### config.mk
export PLATFORM = sky130hd
export DESIGN_NAME = com_rx
export DESIGN_NICKNAME = d
export VERILOG_FILES = /design/src/rtl/com_rx.sv
export SDC_FILE = /design/constraint.sdc
export NUM_CORES = 1
export LEC_CHECK = 0
export CAP_MARGIN = 10
export CORE_MARGIN = 3
export CORE_UTILIZATION = 65
export CTS_BUF_LIST = sky130_fd_sc_hd__clkbuf_2 sky130_fd_sc_hd__clkbuf_4 sky130_fd_sc_hd__clkbuf_8
export DETAILED_ROUTE_END_ITERATION = 16
export GPL_ROUTABILITY_DRIVEN = 0
export GPL_TIMING_DRIVEN = 1
export PLACE_DENSITY_LB_ADDON = 0.2
export SETUP_SLACK_MARGIN = 0.05
export SLEW_MARGIN = 20
export SYNTH_ARGS = -nofsm -noshare
export SYNTH_HDL_FRONTEND = slang
export SYNTH_SLANG_ARGS = --single-unit
### constraint.sdc
create_clock -name clk -period 4.2 [get_ports clk]
set_clock_uncertainty 0.05 [all_clocks]
set_input_delay 0.42 -clock clk [delete_from_list [all_inputs] [get_ports clk]]
set_output_delay 0.42 -clock clk [all_outputs]
set_load 0.005 [all_outputs]
### src/rtl/com_rx.sv
// Packet receiver: waits for a sync byte, decodes the PID and length, writes the payload
// to RAM and checks the trailing CRC5/CRC16.
//   state  | meaning
//   IDLE   | post-reset, always moves on to WAIT
//   WAIT   | discard bytes until sync 0x0F
//   WPID   | decode packet identifier
//   DNUM   | two length bytes
//   WORK   | payload bytes written to RAM
//   CRC5   | one CRC byte
//   CRC16  | two CRC bytes, high first
//   CHECK  | compare received and computed CRC
//   DONE   | fd high, results held until fs drops
module com_rx #(
  parameter logic [15:0] TIMEOUT = 16'd1024,
  parameter logic [11:0] MAXLEN  = 12'hFF0
) (
  input  logic        clk,
  input  logic        rst,
  input  logic        fs,
  output logic        fd,
  input  logic [7:0]  rxd,
  input  logic        rxv,
  input  logic [11:0] ram_init,
  output logic [11:0] ram_txa,
  output logic [7:0]  ram_txd,
  output logic        ram_txe,
  output logic [3:0]  btype,
  output logic [11:0] rlen,
  output logic [1:0]  err
);

  typedef enum logic [3:0] {
    S_IDLE, S_WAIT, S_WPID, S_DNUM, S_WORK, S_CRC5, S_CRC16, S_CHECK, S_DONE
  } state_t;

  state_t      state_q, state_d, crc_st;
  logic [11:0] base_q, base_d, rlen_q, rlen_d, idx_q, idx_d, txa_q, txa_d, len_w;
  logic [3:0]  btype_q, btype_d;
  logic [1:0]  err_q, err_d;
  logic        ph_q, ph_d, txe_q, txe_d, crc_ok, mon;
  logic [15:0] crc16_q, crc16_d, rcrc_q, rcrc_d, tmr_q, tmr_d;
  logic [4:0]  crc5_q, crc5_d;
  logic [7:0]  txd_q, txd_d;

  function automatic logic [15:0] crc16_upd(input logic [15:0] c, input logic [7:0] d);
    logic [15:0] r;
    r = c;
    for (int i = 7; i >= 0; i--) begin
      if (r[15] ^ d[i]) r = {r[14:0], 1'b0} ^ 16'h8005;
      else              r = {r[14:0], 1'b0};
    end
    return r;
  endfunction

  function automatic logic [4:0] crc5_upd(input logic [4:0] c, input logic [7:0] d);
    logic [4:0] r;
    r = c;
    for (int i = 7; i >= 0; i--) begin
      if (r[4] ^ d[i]) r = {r[3:0], 1'b0} ^ 5'h05;
      else             r = {r[3:0], 1'b0};
    end
    return r;
  endfunction

  assign len_w  = {rlen_q[11:8], rxd};
  assign crc_st = (btype_q == 4'b1000) ? S_CRC5 : S_CRC16;
  assign crc_ok = (btype_q == 4'b1000) ? (rcrc_q == {11'd0, crc5_q}) : (rcrc_q == crc16_q);
  assign mon    = (state_q >= S_WPID) && (state_q <= S_CRC16);

  always_comb begin
    state_d = state_q;
    base_d  = base_q;
    btype_d = btype_q;
    rlen_d  = rlen_q;
    err_d   = err_q;
    idx_d   = idx_q;
    ph_d    = ph_q;
    crc16_d = crc16_q;
    crc5_d  = crc5_q;
    rcrc_d  = rcrc_q;
    tmr_d   = tmr_q;
    txe_d   = 1'b0;
    txa_d   = txa_q;
    txd_d   = txd_q;
    case (state_q)
      S_IDLE: state_d = S_WAIT;
      S_WAIT: begin
        if (fs && rxv && rxd == 8'h0F) begin
          state_d = S_WPID;
          base_d  = ram_init;
          btype_d = 4'b0000;
          rlen_d  = 12'd0;
          err_d   = 2'b00;
          ph_d    = 1'b0;
          crc16_d = 16'hFFFF;
          crc5_d  = 5'h1F;
          tmr_d   = TIMEOUT - 16'd1;
        end
      end
      S_WPID: begin
        if (rxv) begin
          err_d   = 2'b00;
          state_d = S_DONE;
          case (rxd)
            8'h2D:   btype_d = 4'b0001;
            8'hA5:   btype_d = 4'b0010;
            8'hE1:   btype_d = 4'b0011;
            8'hD2:   begin btype_d = 4'b1000; state_d = S_DNUM; end
            8'h96:   begin btype_d = 4'b1101; state_d = S_DNUM; end
            8'h5A:   begin btype_d = 4'b1110; state_d = S_DNUM; end
            default: begin btype_d = 4'b0000; err_d = 2'b10; end
          endcase
        end
      end
      S_DNUM: begin
        if (rxv && !ph_q) begin
          if (rxd[7:4] != 4'h0) begin
            err_d   = 2'b10;
            state_d = S_DONE;
          end else begin
            rlen_d = {rxd[3:0], 8'h00};
            ph_d   = 1'b1;
          end
        end else if (rxv) begin
          rlen_d = len_w;
          ph_d   = 1'b0;
          idx_d  = 12'd0;
          if (len_w > MAXLEN) begin
            err_d   = 2'b10;
            state_d = S_DONE;
          end else if (len_w == 12'd0) state_d = crc_st;
          else                         state_d = S_WORK;
        end
      end
      S_WORK: begin
        if (rxv) begin
          txe_d   = 1'b1;
          txa_d   = base_q + idx_q;
          txd_d   = rxd;
          crc16_d = crc16_upd(crc16_q, rxd);
          crc5_d  = crc5_upd(crc5_q, rxd);
          idx_d   = idx_q + 12'd1;
          if (idx_q == rlen_q - 12'd1) state_d = crc_st;
        end
      end
      S_CRC5: begin
        if (rxv) begin
          rcrc_d  = {8'h00, rxd};
          state_d = S_CHECK;
        end
      end
      S_CRC16: begin
        if (rxv && !ph_q) begin
          rcrc_d[15:8] = rxd;
          ph_d         = 1'b1;
        end else if (rxv) begin
          rcrc_d[7:0] = rxd;
          ph_d        = 1'b0;
          state_d     = S_CHECK;
        end
      end
      S_CHECK: begin
        err_d   = crc_ok ? 2'b00 : 2'b01;
        state_d = S_DONE;
      end
      S_DONE:  if (!fs) state_d = S_WAIT;
      default: state_d = S_IDLE;
    endcase
    // Idle-cycle watchdog, reloaded by every received byte.
    if (mon) begin
      if (rxv) tmr_d = TIMEOUT - 16'd1;
      else if (tmr_q == 16'd0) begin
        err_d   = 2'b11;
        state_d = S_DONE;
      end else tmr_d = tmr_q - 16'd1;
    end
    if (!fs && state_q != S_DONE && state_q != S_IDLE && state_q != S_WAIT) begin
      state_d = S_WAIT;
      txe_d   = 1'b0;
    end
  end

  always_ff @(posedge clk or negedge rst) begin
    if (!rst) begin
      state_q <= S_IDLE;
      base_q  <= 12'd0;
      btype_q <= 4'd0;
      rlen_q  <= 12'd0;
      err_q   <= 2'd0;
      idx_q   <= 12'd0;
      ph_q    <= 1'b0;
      crc16_q <= 16'd0;
      crc5_q  <= 5'd0;
      rcrc_q  <= 16'd0;
      tmr_q   <= 16'd0;
      txe_q   <= 1'b0;
      txa_q   <= 12'd0;
      txd_q   <= 8'd0;
    end else begin
      state_q <= state_d;
      base_q  <= base_d;
      btype_q <= btype_d;
      rlen_q  <= rlen_d;
      err_q   <= err_d;
      idx_q   <= idx_d;
      ph_q    <= ph_d;
      crc16_q <= crc16_d;
      crc5_q  <= crc5_d;
      rcrc_q  <= rcrc_d;
      tmr_q   <= tmr_d;
      txe_q   <= txe_d;
      txa_q   <= txa_d;
      txd_q   <= txd_d;
    end
  end

  assign fd      = (state_q == S_DONE);
  assign ram_txe = txe_q;
  assign ram_txd = txd_q;
  assign ram_txa = rst ? txa_q : ram_init;
  assign btype   = btype_q;
  assign rlen    = rlen_q;
  assign err     = err_q;

endmodule

==> metrics.cfg <==
[global_route]
gr-total-overflow=0
grt_max_degree=73
antenna_found_initial=0
track_usage_pct=31.11
grt_pass1_wl_um=31800
grt_pass1_vias=6596

[status]
status=finished, final reports clean

[die]
die_h_um=112.2
boundaryPins=64
start_util_pct=67.01
die_w_um=112.2
coreArea_sq_um=10940
die_area_sq_um=12580
core.rowCount=38

[timing]
fin_ws_ns=1.459
timing.final.crit_share_pct=65.27
fin_tns_setup_ns=0
rsz0062_at_grt=false
min_period_ns=2.741
setup_viol=0
finalHoldViolCount=0
fmax_mhz=364.8
tightest_slew_ns=1.066
drv_slew=0
relSlewSlack_pct=28.61

[finish]
areaGrowthSynthToFinish_pct=15.31
layout_common_cells=nand2_1 (122), dfrtp_1 (121), nor2_1 (67)
num-fill-cells=769
diodes=0
nets=902
final_common_cell=nand2_1
drive_above_1_share_pct=10.18

[power_and_ir_drop]
ir_drop_mv=0.4316
netSwitchingFraction_pct=35.96
combPwrFrac_pct=36.2
pwr_density_cell_nw_per_um2=502.1
seqPwrFrac_pct=39.5
leakagePower_nw=3.648
cell_internal_pwr_mw=2.717
p_switching_mw=1.526
clkPwrFrac_pct=24.4

[flow_run]
max_cap_violations=0

[yosys]
ys_seq_area_share_pct=41.32
synth_cell_types=74
synth_compound_area_share_pct=13.74
post_synth.cell_area_avg_sq_um=9.081
synthMuxAreaShare_pct=3.910
synth_flop_cell=dfrtp_1
synth_xor_area_share_pct=10.96
synth_nets=847
netlist_area_sq_um=7328
synthSimpleGateAreaFrac_pct=24.30
synth_fa_ha_area_share_pct=2.834
synth-async-reset-ratio_pct=100.0
synthCells=807
ys.warnings.count=0
synth_edf_count=0
ys_ff_latch=121
synth_top_family_by_area=simple AND/OR/NAND/NOR gates

[clock_tree]
post_cts_resized=0
hold_buffers=0
cts.sinks=121
cts_tree=built
numCtsBuffers=17
post-cts-setup-buffers=0
cts.clk_slew.worst_paths_ns=0.07
cts_root_buffer=clkbuf_8
clock_path_buffers=2
worstSkewPairLatency_ns=0.46
htree_levels=4

[drt]
finalWirelength_um=18800
wl_per_cell_um=18.54
first_pass_iters=7
drc=0
dr_total_vias=6469
vias_per_cell=6.380
ant_nets=0
drtIter0Drc=573

[critical_path]
path_class=flip-flop to flip-flop
crit_fanout=17
arrival_ns=3.01
cp-start-kind=flip-flop
worstSetupEndpointType=flip-flop
required_ns=4.47

[placed_design]
port_buffers=63
post-place-ws_ns=1.104
dpl.hpwl_um=12920

[min_path]
hold_class=input pin to asynchronous set/reset pin

power groups by stage:
stage                     Sequential, mW  Clock [mW]  Combinational [mW]
after floorplan                     1.59           0                1.14
after global placement              1.66           0                1.45
after detailed placement            1.68           0                1.51
after CTS                           1.66        1.04                1.53
after global routing                1.70        1.09                1.69
final                               1.67        1.03                1.53
critical path, cell delays in order (launching register included):
cell	delay, ns
dfrtp_1	0.43
nor4b_4	0.95
mux2i_1	0.31
xor2_1	0.23
nand4_1	0.15
o31ai_1	0.35
nand3_1	0.14
sequential cells by signal (all words and copies together), names as in the netlist:
register and cells:
crc16_q 16, rcrc_q 16, tmr_q 16, base_q 12, idx_q 12, rlen 12, txa_q 12, ram_txd 8
crc5_q 5, btype 4, state_q 4, err 2, ph_q 1, ram_txe 1
final cells by class:
| class | count | area [sq um] | share of cell area, % |
|---|---|---|---|
| well taps | 140 | 175.2 | 2.073 |
| inverters | 14 | 52.55 | 0.6219 |
| multi-input cells | 633 | 4088 | 48.37 |
| clock buffers | 24 | 324.1 | 3.835 |
| clock inverters | 7 | 65.06 | 0.7699 |
| repair buffers | 75 | 718.2 | 8.499 |
| flip-flops and latches | 121 | 3028 | 35.83 |
final timing paths:
path                       cells past startpoint  endpoint  slack [ns]      from
setup / recovery                               6    err[0]        1.46  btype[1]
hold / removal                                 1  txa_q[6]        0.04       rst
setup reg to reg                               6    err[0]        1.46  btype[1]
hold reg to reg                                2  txa_q[7]        0.43  txa_q[7]
max in group asynchronous                      2   ram_txe        2.74       rst
min in group clk                               2  txa_q[7]        0.43  txa_q[7]
Yosys cell counts (3+ instances only):
cell type	count	share of area (%)
or3_1	14	1.2
inv_1	14	0.72
nor4_1	9	0.77
nand3b_1	5	0.51
o32ai_1	6	0.72
a31oi_1	9	0.77
nor3b_1	3	0.31
buf_2	7	0.48
o21a_1	6	0.61
nor2_1	68	3.5
nor4bb_1	6	0.82
nand2b_1	10	0.85
mux2_2	20	3.1
nor3_1	35	2.4
nor2b_1	11	0.94
buf_1	7	0.36
a211oi_1	7	0.72
dfrtp_1	121	41
o21ai_0	34	2.3
a21oi_1	45	3.1
nand3_1	25	1.7
xor2_1	33	3.9
and3_1	4	0.34
nand2_1	122	6.2
o31ai_1	10	1.0
nand4_1	10	0.85
ha_1	15	2.6
mux2i_1	5	0.68
a22o_1	10	1.2
xnor2_1	56	6.7
nor3_4	3	0.67
clkbuf_1	24	1.2
a22oi_1	5	0.51
logic make-up after synthesis:
logic type	count (synthesis)
XOR/XNOR	90
buffers and inverters	53
multiplexers	26
flip-flops	121
adder cells (fa/ha/maj)	16
AO/OA/AOI/OAI	154
AND/OR/NAND/NOR	347
metal layers:
layer / share of wire [%] / up-vias / GRT usage, %
li1: - / 2971 / -
met1: 41 / 3183 / 39.57
met2: 50 / 266 / 52.28
met3: 6.7 / 49 / 7.116
met4: 2.3 / 0 / 11.46
met5: 0 / - / 0
stage by stage:
stage | total power [mW] | cell area [sq um] | instances | utilization (%) | hold slack [ns]
6_report | 4.243 | 8451 | 1014 | 77.28 | 0.04422
5_1_grt | 4.491 | 8451 | 1014 | 77.28 | 0.09881
4_1_cts | 4.229 | 8451 | 1014 | 77.28 | 0.07095
3_5_place_dp | 3.189 | 8061 | 983 | 73.72 | 0.4137
3_3_place_gp | 3.112 | 8061 | 983 | 73.72 | 0.4067
2_1_floorplan | 2.731 | 7328 | 807 | - | 0.07441
Power figures use the tool's default switching activity.
